<file path="config.mk">
export PLATFORM = sky130hd
export DESIGN_NAME = fibonacci_index_finder_flat
export DESIGN_NICKNAME = d
export VERILOG_FILES = /design/src/rtl/fib_pkg.sv /design/src/rtl/fibonacci_index_finder_if.sv /design/src/rtl/fib_step.sv /design/src/rtl/fibonacci_index_finder.sv /design/src/flat_wrapper.sv
export SDC_FILE = /design/constraint.sdc
export NUM_CORES = 1
export LEC_CHECK = 0
export ABC_AREA = 1
export BUFFER_PORTS_ARGS = -buffer_cell sky130_fd_sc_hd__buf_2
export CAP_MARGIN = 15
export CORE_AREA = 2 2 111 113
export DETAILED_ROUTE_END_ITERATION = 7
export DIE_AREA = 0 0 113 115
export REMOVE_ABC_BUFFERS = 1
export SETUP_SLACK_MARGIN = 0.5
export SLEW_MARGIN = 40
export SYNTH_ARGS = -nofsm -noshare
export SYNTH_HDL_FRONTEND = slang
export SYNTH_HIERARCHICAL = 1
export SYNTH_SLANG_ARGS = --single-unit
export TNS_END_PERCENT = 100
</file>
<file path="constraint.sdc">
create_clock -name clk -period 3.1 [get_ports clk]
set_input_delay 0.31 -clock clk [delete_from_list [all_inputs] [get_ports clk]]
set_output_delay 0.31 -clock clk [all_outputs]
set_load 0.02 [all_outputs]
</file>
<file path="src/rtl/fib_pkg.sv">
// Shared definitions for the Fibonacci calculator / index finder pair.
// Both blocks use the same state encoding and the same index convention
// so that one can decode what the other produces.
package fib_pkg;

   // Control states shared by the calculator and the index finder
   typedef enum logic [1:0] {
      IDLE   = 2'd0,
      SEARCH = 2'd1,
      DONE   = 2'd2
   } fib_state_t;

   // Default datapath sizing: F(24)=46368 is the largest term in 16 bits
   localparam int FIB_W       = 16;
   localparam int FIB_IDX_W   = 5;
   localparam int FIB_MAX_IDX = 24;

   // Index convention: F(1)=F(2)=1; iteration starts at prev=F(2), cur=F(3)
   localparam int FIB_F1_VAL         = 1;
   localparam int FIB_F1_IDX         = 1;
   localparam int FIB_ITER_PREV      = 1;
   localparam int FIB_ITER_CUR       = 2;
   localparam int FIB_ITER_START_IDX = 3;

endpackage : fib_pkg

</file>
<file path="src/rtl/fibonacci_index_finder_if.sv">
// Request/result bundle of the index finder: a four-phase level handshake
// (begin_search / done) carrying the value to decode and its result.
interface fibonacci_index_finder_if
   import fib_pkg::*;
#(
   parameter int WIDTH = FIB_W,
   parameter int IDX_W = FIB_IDX_W
);

   logic [WIDTH-1:0] value_in;
   logic             begin_search;
   logic             done;
   logic             is_fib;
   logic [IDX_W-1:0] index_out;

   // Requester side: drives the value and the request level
   modport master (
      output value_in,
      output begin_search,
      input  done,
      input  is_fib,
      input  index_out
   );

   // Decoder side: samples the request, returns the result
   modport slave (
      input  value_in,
      input  begin_search,
      output done,
      output is_fib,
      output index_out
   );

endinterface : fibonacci_index_finder_if

</file>
<file path="src/rtl/fib_step.sv">
// One Fibonacci iteration: (prev, cur) -> (cur, cur+prev).
// The sum is formed one bit wider than the terms; the extra bit flags a
// term that no longer fits in WIDTH bits.  Purely combinational so the
// calculator and the index finder advance through the sequence identically.
module fib_step
   import fib_pkg::*;
#(
   parameter int WIDTH = FIB_W
) (
   input  logic [WIDTH-1:0] prev_i,
   input  logic [WIDTH-1:0] cur_i,
   output logic [WIDTH-1:0] next_prev_o,
   output logic [WIDTH-1:0] next_cur_o,
   output logic             overflow_o
);

   logic [WIDTH:0] sum_s;

   assign sum_s       = {1'b0, prev_i} + {1'b0, cur_i};
   assign next_prev_o = cur_i;
   assign next_cur_o  = sum_s[WIDTH-1:0];
   assign overflow_o  = sum_s[WIDTH];

endmodule : fib_step

</file>
<file path="src/rtl/fibonacci_index_finder.sv">
// Fibonacci index finder: decodes a value into its Fibonacci index n
// (F(1)=F(2)=1), walking the sequence one term per clock.  On a miss it
// reports the index of the largest term below the value.  Results are
// registered and held until the requester drops begin_search.
module fibonacci_index_finder
   import fib_pkg::*;
#(
   parameter int WIDTH = FIB_W,
   parameter int IDX_W = FIB_IDX_W
) (
   input  logic                     clk,
   input  logic                     reset,
   fibonacci_index_finder_if.slave  bus
);

   fib_state_t       state_q,  state_d;
   logic [WIDTH-1:0] target_q, target_d;
   logic [WIDTH-1:0] prev_q,   prev_d;
   logic [WIDTH-1:0] cur_q,    cur_d;
   logic [IDX_W-1:0] idx_q,    idx_d;
   logic             done_q,   done_d;
   logic             is_fib_q, is_fib_d;
   logic [IDX_W-1:0] index_q,  index_d;

   logic [WIDTH-1:0] step_prev_s;
   logic [WIDTH-1:0] step_cur_s;
   logic             step_ovf_s;

   fib_step #(
      .WIDTH (WIDTH)
   ) u_step (
      .prev_i      (prev_q),
      .cur_i       (cur_q),
      .next_prev_o (step_prev_s),
      .next_cur_o  (step_cur_s),
      .overflow_o  (step_ovf_s)
   );

   // Next-state and result logic for the IDLE/SEARCH/DONE controller
   always_comb begin
      state_d  = state_q;
      target_d = target_q;
      prev_d   = prev_q;
      cur_d    = cur_q;
      idx_d    = idx_q;
      is_fib_d = is_fib_q;
      index_d  = index_q;

      case (state_q)
         IDLE: begin
            if (bus.begin_search) begin
               target_d = bus.value_in;
               if (bus.value_in == {WIDTH{1'b0}}) begin
                  // Zero is not a Fibonacci number and has no floor term
                  state_d  = DONE;
                  is_fib_d = 1'b0;
                  index_d  = {IDX_W{1'b0}};
               end else if (bus.value_in == WIDTH'(FIB_F1_VAL)) begin
                  // Value 1 is both F(1) and F(2); report the lower index
                  state_d  = DONE;
                  is_fib_d = 1'b1;
                  index_d  = IDX_W'(FIB_F1_IDX);
               end else begin
                  state_d = SEARCH;
                  prev_d  = WIDTH'(FIB_ITER_PREV);
                  cur_d   = WIDTH'(FIB_ITER_CUR);
                  idx_d   = IDX_W'(FIB_ITER_START_IDX);
               end
            end else begin
               state_d = IDLE;
            end
         end

         SEARCH: begin
            if (cur_q == target_q) begin
               state_d  = DONE;
               is_fib_d = 1'b1;
               index_d  = idx_q;
            end else if (cur_q > target_q) begin
               // Overshot: the previous term is the floor
               state_d  = DONE;
               is_fib_d = 1'b0;
               index_d  = idx_q - IDX_W'(1);
            end else if (step_ovf_s) begin
               // Target lies above the largest representable term
               state_d  = DONE;
               is_fib_d = 1'b0;
               index_d  = idx_q;
            end else begin
               prev_d = step_prev_s;
               cur_d  = step_cur_s;
               idx_d  = idx_q + IDX_W'(1);
            end
         end

         DONE: begin
            // Require the request to drop before another search can start
            if (!bus.begin_search) begin
               state_d = IDLE;
            end else begin
               state_d = DONE;
            end
         end

         default: begin
            state_d = IDLE;
         end
      endcase

      done_d = (state_d == DONE);
   end

   // State, datapath and result registers; reset aborts any search in flight
   always_ff @(posedge clk or negedge reset) begin
      if (!reset) begin
         state_q  <= IDLE;
         target_q <= {WIDTH{1'b0}};
         prev_q   <= {WIDTH{1'b0}};
         cur_q    <= {WIDTH{1'b0}};
         idx_q    <= {IDX_W{1'b0}};
         done_q   <= 1'b0;
         is_fib_q <= 1'b0;
         index_q  <= {IDX_W{1'b0}};
      end else begin
         state_q  <= state_d;
         target_q <= target_d;
         prev_q   <= prev_d;
         cur_q    <= cur_d;
         idx_q    <= idx_d;
         done_q   <= done_d;
         is_fib_q <= is_fib_d;
         index_q  <= index_d;
      end
   end

   assign bus.done      = done_q;
   assign bus.is_fib    = is_fib_q;
   assign bus.index_out = index_q;

endmodule : fibonacci_index_finder

</file>
<file path="src/flat_wrapper.sv">
// flat-port wrapper written by rule: the top's interface ports become plain ports
module fibonacci_index_finder_flat import fib_pkg::*;
#(
   parameter int WIDTH = FIB_W,
   parameter int IDX_W = FIB_IDX_W
)
  (clk, reset, bus_value_in, bus_begin_search, bus_done, bus_is_fib, bus_index_out);
  fibonacci_index_finder_if #(.WIDTH(WIDTH), .IDX_W(IDX_W)) bus_i ();
  input  logic clk;
  input  logic reset;
  input wire logic [$bits(bus_i.value_in)-1:0] bus_value_in;
  input wire logic [$bits(bus_i.begin_search)-1:0] bus_begin_search;
  output wire logic [$bits(bus_i.done)-1:0] bus_done;
  output wire logic [$bits(bus_i.is_fib)-1:0] bus_is_fib;
  output wire logic [$bits(bus_i.index_out)-1:0] bus_index_out;
  assign bus_i.value_in = bus_value_in;
  assign bus_i.begin_search = bus_begin_search;
  assign bus_done = bus_i.done;
  assign bus_is_fib = bus_i.is_fib;
  assign bus_index_out = bus_i.index_out;
  fibonacci_index_finder #(.WIDTH(WIDTH), .IDX_W(IDX_W)) u_core (.clk(clk), .reset(reset), .bus(bus_i));
endmodule
</file>
# After elaboration in Yosys (flattened, before gate mapping)
# Cells that the tools add are included.
# word_totals
n_memories,0
romBits,0
out_inout_bits,7
ff_bits,62
mem_bits_rw,0
inputBits,19
elab_cells,74
latchBits,0
# op_classes
n_div,0
n_shift,0
n_eq_ne,13
n_reduce_logical,6
bitwise,0
muxes,43
n_lt_le_gt_ge,1
n_mul,0
addsub,3
# ops
cell,n
$mux 16,12
$pmux 16 s2,2
$mux 5,12
$pmux 5 s2,2
$add 16x16->17,1
$eq 16x1->1 const B,1
$eq 16x16->1,1
$gt 16x16->1,1
$logic_not 16->1,1
$mux 2,7
$ne 2x2->1 const B,6
$reduce_and 7->1,1
$mux 1,6
$pmux 2 s3,1
$add 5x1->5 const B,1
$sub 5x1->5 const B,1
$eq 2x2->1 const B,2
$ne 4x2->1 const B,1
$reduce_and 4->1,1
$ne 3x1->1 const B,1
$eq 2x1->1 const B,1
$logic_not 2->1,1
$pmux 1 s2,1
$reduce_and 2->1,1
$reduce_bool 2->1,1

# Depth between registers and ports, before layout
# Gate-level depths: netlist of run 1.
# logic_depth
ltp_word,6
depth_mapped,18
depth_no_buf,16

# By module
# Netlist of run 1, hierarchy kept.
# modules_own_cells
mod,instances,cells_each,area_each_um2,seq_area_each_um2
fibonacci_index_finder,1,455,3562.2,1551.5
fib_step,1,201,1099.8,0.0

# Least setup slack after synthesis of run 1
# OpenSTA, ideal clock, no wires.
# synth_timing
kind,register -> register
start,reg u_core.cur_q[0]
end,"reg u_core.index_q[2], in the netlist u_core/bus.index_out[2]"
setup_slack_ns,0.793
arrival_ns,2.189
synth_period_minus_slack_ns,2.307
required_time_ns,2.983
path_buffers,0
setup_time_ns,0.117
path_stages_with_launch,16
cell_sequence,dfrtp_1 -> ha_1 -> fa_1 -> nand2_1 -> nand2_1 -> and2_4 -> nand3_2 -> nand3_2 -> nand2_1 -> nand2_1 -> nor2_1 -> nand3_1 -> nand2_1 -> inv_1 -> nand3_1 -> nand2_1
# synth_via
elab_cells_between_ends,8
cone_classes,1 x add/sub; 1 x order compare; 2 x eq/ne; 3 x mux; 1 x reduce/logical
# synth_rtl
element,line,source
"start, declared",fibonacci_index_finder.sv:19,"logic [WIDTH-1:0] cur_q, cur_d;"
"start signal, assigned",fibonacci_index_finder.sv:119,cur_q <= {WIDTH{1'b0}};
"start signal, assigned",fibonacci_index_finder.sv:128,cur_q <= cur_d;
$add 16x16->17,fib_step.sv:19,"assign sum_s = {1'b0, prev_i} + {1'b0, cur_i};"
net u_core.step_ovf_s,fibonacci_index_finder.sv:27,logic step_ovf_s;
$ne 4x2->1 (no source line),-,
$reduce_and 4->1 (no source line),-,
"end signal, assigned",fibonacci_index_finder.sv:123,index_q <= {IDX_W{1'b0}};
"end signal, assigned",fibonacci_index_finder.sv:132,index_q <= index_d;
"end, declared",fibonacci_index_finder.sv:23,"logic [IDX_W-1:0] index_q, index_d;"
# The timed path passes the listed nets, and every way through them passes these cells.
# A chain may end at the register's enable or synchronous reset.

# Worst setup path after layout of run 1
# layout_timing
start,reg u_core.cur_q[0]
end,reg u_core.prev_q[1]
# layout_via
elab_chain_len,3
elab_cells_between_ends,7
cone_classes,1 x add/sub; 1 x order compare; 4 x eq/ne; 1 x reduce/logical
# layout_lines
element,line,source
$add 16x16->17,fib_step.sv:19,
net u_core.step_ovf_s,fibonacci_index_finder.sv:27,
$ne 2x2->1 (no source line),-,
$reduce_and 7->1 (no source line),-,
"end signal, assigned",fibonacci_index_finder.sv:118,prev_q <= {WIDTH{1'b0}};
"end signal, assigned",fibonacci_index_finder.sv:127,prev_q <= prev_d;
"end, declared",fibonacci_index_finder.sv:18,"logic [WIDTH-1:0] prev_q, prev_d;"
# The timed path passes the listed nets, and every way through them passes these cells.

==> flow_summary.yaml, run 1 <==
clock_tree:
  clkSinkCount: 62
  postCtsHoldBufs: 0
  clk_path_buf_depth: 2
  clkTransAtPathRegs_ns: 0.05
  htree_levels: 3
  cts_buffers: 9
  clk_latency_ns: 0.33
  cts_root_buf: "clkbuf_16"
  cts_tree: "yes"
power_and_ir_drop:
  cellLeakagePower_nw: 2.94
  vdd_ir_drop_max_mv: 0.654
  finalPower_w: 0.00561
  power_density_mw_per_mm2: 1070
floorplanning:
  start_util_pct: 39.5
  ios: 26
  fp.dieH_um: 115
  die_area_mm2: 0.0130
  die_width_um: 113
  std_cell_rows: 40
  core_area_mm2: 0.0118
synth:
  syn_area_mm2: 0.00466
  ys_types: 38
  synth_edf_count: 0
  yosys_warnings: 6
  ys.flop_type: "dfrtp_1"
  synth.avg_cell_area_um2: 7.11
  yosysSeqAreaShare_pct: 33.3
  synth_async_sr_flop_share_pct: 100
  synthCells: 656
  ys_seq_elements: 62
drt:
  wl_per_cell_um: 13.2
  ant_nets: 0
  drt_iter0_drc: 241
  routed_wl_um: 10800
  drcViolationCount: 0
  routed_via_density: 4.80
  dr.pass1.iters: 4
  num_vias: 3942
global_routing:
  grt_max_degree: 63
  grt_pass1_wl_um: 17300
  gr-total-overflow: 0
  first_global_vias: 3707
  antenna_found_initial: 0
  track_usage_pct: 16.4
worst_setup_path:
  required_ns: 3.32
  cp_max_fo: 9
  critical_path_class: "reg2reg"
  arrival_ns: 2.61
  endpoint_kind: "flip-flop"
  start_kind: "flip-flop"
timing:
  max_freq_mhz: 418
  postLayoutSetupSlackWorst_ns: 0.707
  setup_viol: 0
  setup_total_negative_slack_ns: 0
  hold_violations: 0
  relSlewSlack_pct: 59.5
  worst_pin_slew_ns: 0.607
  rsz0062_at_grt: "false"
  fin_skew_ns: 0.00602
  layout_min_cycle_time_ns: 2.39
  post-route-period-util_pct: 77.2
  finalMaxSlewViolations: 0
placement:
  preCtsSetupSlack_ns: 0.433
  port_buffers: 25
  dp_hpwl_um: 7120
  gp_congestion: 0.817
layout:
  finish.utilization_pct: 44.2
  diodes: 0
  fill_cells: 1192
  layout.nets: 724
  areaGrowthSynthToFinish_pct: 12.1
  drive_gt1_share_pct: 16.7
min_path:
  hold_path_class: "in2async"
status:
  status: "completed"
job:
  drv_cap: 0
cell families (layout without fill, tap and decap cells):
family | after synthesis | after routing | synth area share (%)
AO/OA/AOI/OAI | 35 | 35 | 3.97
XOR/XNOR | 12 | 12 | 2.25
adder cells (fa/ha/maj) | 35 | 35 | 9.55
buffers and inverters | 149 | 166 | 15.1
flip-flops | 62 | 62 | 33.3
AND/OR/NAND/NOR | 363 | 365 | 35.8
critical path: stages (launching register included):
cell and delay (ns):
dfrtp_1 0.40, ha_1 0.23, fa_2 0.35, nand2_1 0.08, nand2_1 0.07, and2_4 0.15, nand3_2 0.07, nand3_2 0.07
nand2_1 0.06, nand2_1 0.09, nor2_4 0.14, nand3_4 0.08, buf_12 0.18, clkbuf_16 0.18, nand3_1 0.07, nand2_1 0.05
layer usage:
layer	vias to the layer above	share of wire, %	global-route usage (%)
met5	-	0	0
met4	0	1.2	4.63
met3	10	4.6	2.64
met2	65	47	28.4
met1	1835	47	21.4
li1	2032	-	-
synthesized netlist by cell type (3+ instances only):
library cell | count | area share, %
dfrtp_1 | 62 | 33
nand3_1 | 68 | 7.3
xor2_1 | 10 | 1.9
buf_4 | 18 | 2.9
inv_1 | 108 | 8.7
nand4_1 | 6 | 0.81
nand2_4 | 3 | 0.72
o21ai_0 | 17 | 1.8
buf_6 | 4 | 0.97
nor3_2 | 4 | 0.86
nor2_1 | 55 | 4.4
nand2_1 | 179 | 14
buf_2 | 3 | 0.32
ha_1 | 34 | 9.1
a21oi_1 | 13 | 1.4
inv_2 | 4 | 0.32
nand2_2 | 31 | 4.2
clkbuf_1 | 8 | 0.64
or2_2 | 4 | 0.54
layout make-up:
| type | count | area [um^2] | share of cell area (%) |
|---|---|---|---|
| clock buffer | 13 | 260 | 4.98 |
| inverter | 113 | 424 | 8.12 |
| clock inverter | 3 | 42.5 | 0.814 |
| timing repair buffer | 37 | 300 | 5.75 |
| sequential | 62 | 1550 | 29.7 |
| tap | 147 | 184 | 3.52 |
| multi-input combinational | 447 | 2460 | 47.1 |
placed cells by master (no fill, tap or decap), types with 2 or more instances in the layout:
master       n
nor2_1      54
nand3_2      2
buf_6        2
nand2_8      2
nand2_1    178
inv_2        5
nand2_4      4
clkbuf_1     2
a21oi_1     13
nand3_1     68
nand3b_1     2
nor3_2       4
buf_12       2
dfrtp_1     62
or2_2        4
buf_4        5
nor2_4       3
nand4_1      6
ha_1        34
xor2_1      10
nor2_2       2
nand2_2     31
o21ai_0     17
xnor2_1      2
clkbuf_8     2
inv_1      107
buf_2       25
clkbuf_16   12
where the power goes:
group / total [W] / internal (W) / leakage, nW / switching, W
Combinational: 0.00322 / 0.00123 / 2.00 / 0.00199
Sequential: 0.00137 / 0.00114 / 0.792 / 0.000236
Clock: 0.00102 / 0.000665 / 0.146 / 0.000355
Total: 0.00561 / 0.00303 / 2.94 / 0.00258
stage by stage:
step                      cells  hold WS [ns]  area [um^2]
after floorplan             620        0.0144         4380
after global placement      798         0.468         4740
after detailed placement    798         0.473         4740
after CTS                   814         0.198         5050
after global routing        822         0.122         5230
final                       822        0.0677         5230
path summary, 6_finish.rpt:
kind	slack (ns)	cells after the start	end	startpoint
max	0.71	15	u_core/prev_q[1]$_DFFE_PN0P_	u_core/cur_q[0]$_DFFE_PN0P_
min	0.07	2	u_core/target_q[2]$_DFFE_PN0P_	reset
max reg2reg	0.71	15	u_core/prev_q[1]$_DFFE_PN0P_	u_core/cur_q[0]$_DFFE_PN0P_
min reg2reg	0.48	2	u_core/target_q[8]$_DFFE_PN0P_	u_core/target_q[8]$_DFFE_PN0P_
max in group asynchronous	2.63	2	u_core/idx_q[0]$_DFFE_PN0P_	reset
min in group clk	0.25	3	u_core/target_q[5]$_DFFE_PN0P_	bus_value_in[5]
repair_timing:
action | 4_1_cts | 5_1_grt
gates resized for setup | 2 | 8
setup buffers | 0 | 2
gates cloned | 0 | 6
pin swaps | 0 | 3
setup endpoints to repair | 44 | 46
endpoints found under the hold margin | 0 | 0
state kept, by name (all words and copies together) (netlist names):
name	count
u_core/cur_q	16
u_core/bus.done	1
u_core/prev_q	16
u_core/bus.is_fib	1
u_core/state_q	2
u_core/target_q	16
u_core/idx_q	5
u_core/bus.index_out	5
Power figures use the tool's default switching activity.
==> run 2, diff against run 1 <==
--- a/config.mk
+++ b/config.mk
@@ -5,12 +5,12 @@
 export SDC_FILE = /design/constraint.sdc
 export NUM_CORES = 1
 export LEC_CHECK = 0
-export ABC_AREA = 1
+export ABC_AREA = 0
 export BUFFER_PORTS_ARGS = -buffer_cell sky130_fd_sc_hd__buf_2
 export CAP_MARGIN = 15
-export CORE_AREA = 2 2 111 113
+export CORE_AREA = 2 2 102 104
 export DETAILED_ROUTE_END_ITERATION = 7
-export DIE_AREA = 0 0 113 115
+export DIE_AREA = 0 0 104 106
 export REMOVE_ABC_BUFFERS = 1
 export SETUP_SLACK_MARGIN = 0.5
 export SLEW_MARGIN = 40
==> constraint.sdc (replaced) <==
create_clock -name clk -period 2 [get_ports clk]
set_input_delay 0.2 -clock clk [delete_from_list [all_inputs] [get_ports clk]]
set_output_delay 0.2 -clock clk [all_outputs]
set_load 0.02 [all_outputs]
==> run 2 against run 1 <==
Effect of this change:
- the run now ends with setup timing left
- via count shrank 17%
- total power increased by 66%
- first-iteration DRC count decreased by 43%
- die area shrank 15%
- worst setup slack worse by 1.6 ns
- register-to-register slack worse by 1.6 ns
- clock-buffer cell count fell by 3
- fmax fell by 18%
- sequential share of layout area increased by 0.90 points
- synthesized cell count down 41%
- clock skew up 0.0043 ns
- largest power group unchanged
- highest routed layer unchanged
==> flow_summary.yaml, run 2 <==
layout:
  layout.nets: 544
  diodes: 0
  seqCellArea_mm2: 0.00155
  finish.utilization_pct: 50.7
  final_cells: 631
  areaGrowthSynthToFinish_pct: 30.9
  final_cell_mix: "buf_4 (85), dfrtp_1 (62), nand2_1 (33)"
  layout.cells.most_common: "buf_4"
  fill_cells: 908
  drive_gt1_share_pct: 33.5
  multi_input_area_mm2: 0.00213
  finish.instance_area_mm2: 0.00507
  top_regs: "u_core/cur_q: 16 flops, u_core/prev_q: 16 flops, u_core/target_q: 16 flops"
min_path:
  hold_path_class: "in2reg"
  holdPathStages: 3
clock_tree:
  htree_levels: 3
  cts_root_buf: "clkbuf_8"
  clk_path_buf_depth: 2
  clkTransAtPathRegs_ns: 0.08
  clk_latency_ns: 0.34
  cts_buffers: 9
  cts_tree: "yes"
  clkSinkCount: 62
timing:
  post-route-period-util_pct: 146
  hold_violations: 0
  max_freq_mhz: 343
  worst_pin_slew_ns: 0.592
  postLayoutSetupSlackWorst_ns: -0.915
  setup_total_negative_slack_ns: -39.21
  setup_viol: 46
  finalMaxSlewViolations: 0
  layout_min_cycle_time_ns: 2.92
  fin_skew_ns: 0.0103
  relSlewSlack_pct: 60.5
  rsz0062_at_grt: "true"
synth:
  synth_top_area_share_pct: 40.0
  yosys_warnings: 6
  synth_async_sr_flop_share_pct: 100
  yosys-top-cells-area: "dfrtp_1 (40%), ha_1 (11%), a22o_1 (6.8%)"
  ys_types: 60
  ys_top_cells_by_count: "dfrtp_1 (62), nand2_1 (35), ha_1 (34), a22o_1 (30), o21ai_0 (25)"
  ys_seq_elements: 62
  yosysTopAreaCell: "dfrtp_1"
  synth_edf_count: 0
  yosysMostFrequentCell: "dfrtp_1"
  synthCells: 387
  ys.flop_type: "dfrtp_1"
  yosysSeqAreaShare_pct: 40.0
  synth.avg_cell_area_um2: 10.0
  syn_area_mm2: 0.00388
status:
  status: "finished, violations left"
  violations: "setup timing"
placement:
  gp_congestion: 0.839
  port_buffers: 25
  dp_cells: 598
  dp_hpwl_um: 6840
  dpl_cell_area_mm2: 0.00455
worst_setup_path:
  required_ns: 2.23
  arrival_ns: 3.14
  ff2ff_path_depth: 13
  critical_path_class: "reg2reg"
  start_kind: "flip-flop"
  endpoint_kind: "flip-flop"
  cp_max_fo: 8
drt:
  routed_via_density: 5.17
  ant_nets: 0
  drcViolationCount: 0
  num_vias: 3260
  dr.pass1.iters: 4
  wl_per_cell_um: 15.1
  routed_wl_um: 9540
  drt_iter0_drc: 138
floorplanning:
  die_area_mm2: 0.0110
  std_cell_rows: 37
  ios: 26
  start_util_pct: 38.8
  core_area_mm2: 0.0100
  die_width_um: 104
  fp.dieH_um: 106
power_and_ir_drop:
  vdd_ir_drop_max_mv: 0.624
  cellLeakagePower_nw: 2.53
  finalPower_w: 0.00930
  power_density_mw_per_mm2: 1830
job:
  drv_cap: 0
global_routing:
  track_usage_pct: 18.4
  grt_pass1_wl_um: 16000
  grt_max_degree: 40
  first_global_vias: 3371
  gr-total-overflow: 0
  antenna_found_initial: 0
[run 2: changes by cell type after synthesis, moves of 5 or more]
cell,before,now
a21o_1,1,6
o21ai_0,17,25
nor4_1,0,5
nand3_1,68,8
xnor2_1,2,7
nand2_2,31,0
a21oi_1,13,20
nand2_1,179,35
nor3_1,0,9
inv_1,108,21
a22o_1,0,30
nor2_1,55,15
[run 2: power by group]
| part | internal (W) | leakage [nW] | switching (W) |
|---|---|---|---|
| combinational | 0.00293 | 1.63 | 0.00294 |
| sequential | 0.00179 | 0.787 | 0.000300 |
| clock | 0.000826 | 0.112 | 0.000518 |
| total | 0.00555 | 2.53 | 0.00376 |
[run 2: cell families after synthesis]
kind of cell,after synthesis,share of synthesized area [%]
xor+xnor,15,3.39
buf+inv,52,8.20
mux,3,0.807
simple gates,103,14.3
flops,62,40.0
compound gates,117,21.8
fa+ha+maj,35,11.5
[run 2: what timing repair did]
action / 4_1_cts / 5_1_grt
setup buffers: 10 / 3
pin swaps: 12 / 5
endpoints found under the hold margin: 23 / 0
setup endpoints to repair: 46 / 46
gates cloned: 3 / 0
gates resized for setup: 23 / 4
hold buffers: 1 / 0
[run 2: worst max-delay path: stages (launching register included)]
cell and delay [ns]:
dfrtp_1 0.40, ha_2 0.20, fa_2 0.37, a21o_4 0.24, a311oi_4 0.29, o31ai_4 0.12, a21oi_2 0.23, o31ai_4 0.09
nor2_4 0.13, and3_4 0.20, buf_6 0.14, buf_12 0.12, nor2_8 0.06, a22o_1 0.21
[run 2: area by class of cell]
class                   count  share of cell area (%)
repair buffers            120                    17.8
clock buffers              10                    2.52
well taps                 136                    3.35
clock inverters             6                    2.17
multi-input cells         275                    41.9
flip-flops and latches     62                    30.6
inverters                  22                    1.68
[run 2: metrics by stage]
stage               worst slack [ns]  hold slack [ns]
finish                        -0.915           0.0727
global route                  -0.978           0.0680
CTS                           -0.859           0.0588
detailed placement             -1.09            0.232
global placement              -0.957            0.220
floorplan                      -1.36          -0.0956
[run 2: final timing paths]
| check | startpoint | to | slack, ns |
|---|---|---|---|
| setup / recovery | u_core/cur_q[0]$_DFFE_PN0P_ | u_core/cur_q[9]$_DFFE_PN0P_ | -0.92 |
| hold / removal | bus_value_in[10] | u_core/target_q[10]$_DFFE_PN0P_ | 0.07 |
| setup reg to reg | u_core/cur_q[0]$_DFFE_PN0P_ | u_core/cur_q[9]$_DFFE_PN0P_ | -0.92 |
| hold reg to reg | u_core/bus.index_out[4]$_DFFE_PN0P_ | u_core/bus.index_out[4]$_DFFE_PN0P_ | 0.49 |
| max in group asynchronous | reset | u_core/cur_q[13]$_DFFE_PN0P_ | 0.99 |
| min in group asynchronous | reset | u_core/target_q[6]$_DFFE_PN0P_ | 0.39 |
[run 2: per-layer routing]
| metal | vias to the layer above | track usage (%) | routed length, um |
|---|---|---|---|
| met3 | 9 | 3.80 | 296 |
| met1 | 1579 | 22.6 | 4410 |
| li1 | 1613 | - | - |
| met4 | 0 | 5.69 | 110 |
| met5 | - | 0 | 0 |
| met2 | 59 | 32.4 | 4730 |
==> run 3, diff against run 2 <==
--- a/config.mk
+++ b/config.mk
@@ -9,6 +9,7 @@
 export BUFFER_PORTS_ARGS = -buffer_cell sky130_fd_sc_hd__buf_2
 export CAP_MARGIN = 15
 export CORE_AREA = 2 2 102 104
+export CTS_BUF_LIST = sky130_fd_sc_hd__clkbuf_2
 export DETAILED_ROUTE_END_ITERATION = 7
 export DIE_AREA = 0 0 104 106
 export REMOVE_ABC_BUFFERS = 1
==> run 3 against run 2 <==
Effect of this change:
- the run still ends with setup timing left
- total power decreased by 5.6%
- global-route usage increased by 0.17 points
- register-to-register slack improved by 0.04 ns
- core utilization increased by 0.36 points
- final cell count up 1.9%
- first-iteration DRC count increased by 22%
- combinational power fell by 3.6%
- non-clock buffer count rose by 10
- wire length rose by 0.93%
- sequential power about the same
- clock skew rose by 0.030 ns
- via count rose by 2.3%
==> flow_summary.yaml, run 3 (synthesis gave the netlist of run 2 again) <==
timing:
  worst_pin_slew_ns: 0.582
  rsz0062_at_grt: "true"
  max_freq_mhz: 348
  relSlewSlack_pct: 61.2
  post-route-period-util_pct: 144
  hold_violations: 0
  hold_ws_ns: 0.206
  layout_min_cycle_time_ns: 2.87
  setup_viol: 46
  finalMaxSlewViolations: 0
  fin_skew_ns: 0.0401
  postLayoutSetupSlackWorst_ns: -0.875
worst_setup_path:
  crit_top_cell: "o31ai_4"
  crit-reg2reg-launch: "u_core/cur_q[0]$_DFFE_PN0P_"
  cp_cell_sequence: "ha_4 -> fa_2 -> a21o_4 -> a311oi_4 -> o31ai_4 -> a21oi_2 -> o31ai_4 -> nor2_4 -> and3_4 -> buf_12 -> nor2_8 -> a22o_1"
  ff2ff_path_depth: 12
  critical_path_class: "reg2reg"
  worst_path_max_delay_cell: "dfrtp_1"
  required_ns: 2.36
  critPathMaxStageDelay_ns: 0.45
  r2r_setup_slack_ns: -0.87
  start_kind: "flip-flop"
  cp-endpoint: "u_core/cur_q[15]$_DFFE_PN0P_"
  cp-startpoint: "u_core/cur_q[0]$_DFFE_PN0P_"
  endpoint_kind: "flip-flop"
  r2r-end: "u_core/cur_q[15]$_DFFE_PN0P_"
  arrival_ns: 3.23
  cp_max_fo: 8
floorplanning:
  core_area_mm2: 0.0100
  start_util_pct: 38.8
  die_area_mm2: 0.0110
  fp.dieH_um: 106
  die_width_um: 104
  ios: 26
  std_cell_rows: 37
layout:
  top_regs: "u_core/cur_q: 16 flops, u_core/prev_q: 16 flops, u_core/target_q: 16 flops"
  final_cell_mix: "buf_4 (83), dfrtp_1 (62), nand2_1 (33)"
  layout.nets: 555
  layout.cells.most_common: "buf_4"
  finish.instance_area_mm2: 0.00511
  areaGrowthSynthToFinish_pct: 31.8
  fill_cells: 900
  drive_gt1_share_pct: 31.8
global_routing:
  antenna_found_initial: 0
  grt_max_degree: 40
  gr-total-overflow: 0
  track_usage_pct: 18.6
  first_global_vias: 3416
  grt_pass1_wl_um: 16300
clock_tree:
  clk_latency_ns: 0.49
  clk_path_buf_depth: 2
  clkTransAtPathRegs_ns: 0.21
  cts_root_buf: "clkbuf_2"
  htree_levels: 3
  cts_buffers: 9
  clkSinkCount: 62
  cts_tree: "yes"
placement:
  port_buffers: 25
  gp_congestion: 0.839
  dpl_cell_area_mm2: 0.00455
  dp_hpwl_um: 6840
job:
  drv_cap: 0
drt:
  routed_via_density: 5.19
  dr.pass1.iters: 4
  wl_met3_um: 297
  routed_wl_um: 9630
  dr_wl_met2_um: 4900
  wl_met1_um: 4370
  ant_nets: 0
  drcViolationCount: 0
  num_vias: 3334
  wl_per_cell_um: 15.0
  top_layer: "met4"
  drt_iter0_drc: 169
power_and_ir_drop:
  power_density_mw_per_mm2: 1720
  vdd_ir_drop_max_mv: 0.692
  cellLeakagePower_nw: 2.54
status:
  violations: "setup timing"
  status: "finished, violations left"
min_path:
  hold_path_class: "in2async"
## run 3: changes by cell type in the layout (fill, tap and decap cells not counted), sizes merged
cell         previous run  this run
diode                   0         1
nor2                   20        21
buf                   119       112
dlygate4sd3             1        18
## run 3: worst min-delay path by stage
stage | to | from | slack, ns
after floorplan | u_core/bus.done$_DFF_PN0_ | reset | -0.1
after global placement | u_core/target_q[7]$_DFFE_PN0P_ | reset | 0.22
after detailed placement | u_core/target_q[7]$_DFFE_PN0P_ | reset | 0.23
after CTS | u_core/target_q[6]$_DFFE_PN0P_ | reset | 0.16
after global routing | u_core/target_q[0]$_DFFE_PN0P_ | bus_begin_search | 0.15
final | u_core/target_q[6]$_DFFE_PN0P_ | reset | 0.21
## run 3: stage by stage
| stage | utilization (%) | power, W | setup TNS (ns) | cells | setup WS (ns) |
|---|---|---|---|---|---|
| after floorplan | - | 0.00515 | -62.10 | 357 | -1.36 |
| after global placement | 45.5 | 0.00697 | -39.57 | 598 | -0.957 |
| after detailed placement | 45.5 | 0.00712 | -43.51 | 598 | -1.09 |
| after CTS | 50.8 | 0.00876 | -35.42 | 640 | -0.835 |
| after global routing | 51.1 | 0.00949 | -41.89 | 642 | -0.961 |
| final | 51.1 | 0.00878 | -37.66 | 643 | -0.875 |
## run 3: repair_timing
| item | in CTS | in global routing |
|---|---|---|
| setup endpoints to repair | 46 | 46 |
| hold endpoints to repair | 41 | 0 |
| gates cloned | 3 | 0 |
| hold buffers | 18 | 0 |
| pin swaps | 27 | 13 |
| buffers inserted | 5 | 2 |
| gates resized for setup | 25 | 2 |
## run 3: metal layers
layer	vias up	GRT usage (%)
met5	-	0
met4	0	5.02
met3	6	3.86
met2	54	33.4
met1	1636	22.5
li1	1638	-
## run 3: power by group
part / internal (W) / switching, W
combinational: 0.00277 / 0.00288
clock: 0.000542 / 0.000488
sequential: 0.00178 / 0.000313
total: 0.00509 / 0.00369
## run 3: area by class of cell
type / count / area (um^2) / area share (%)
sequential: 62 / 1550 / 30.4
tap: 136 / 170 / 3.33
timing repair buffer: 130 / 991 / 19.4
antenna: 1 / 2.50 / 0.0490
clock buffer: 10 / 50.0 / 0.980
inverter: 22 / 85.1 / 1.67
clock inverter: 6 / 110 / 2.16
multi-input combinational: 276 / 2150 / 42.1
## run 3: worst max-delay path, delay by kind of cell, from the launching register on
family	cells	cell delay, ns
AOI/OAI and AO/OA	6	1.19
adders and majority gates	2	0.53
DFF	1	0.45
and+or+nand+nor	3	0.43
buffers and inverters	1	0.14
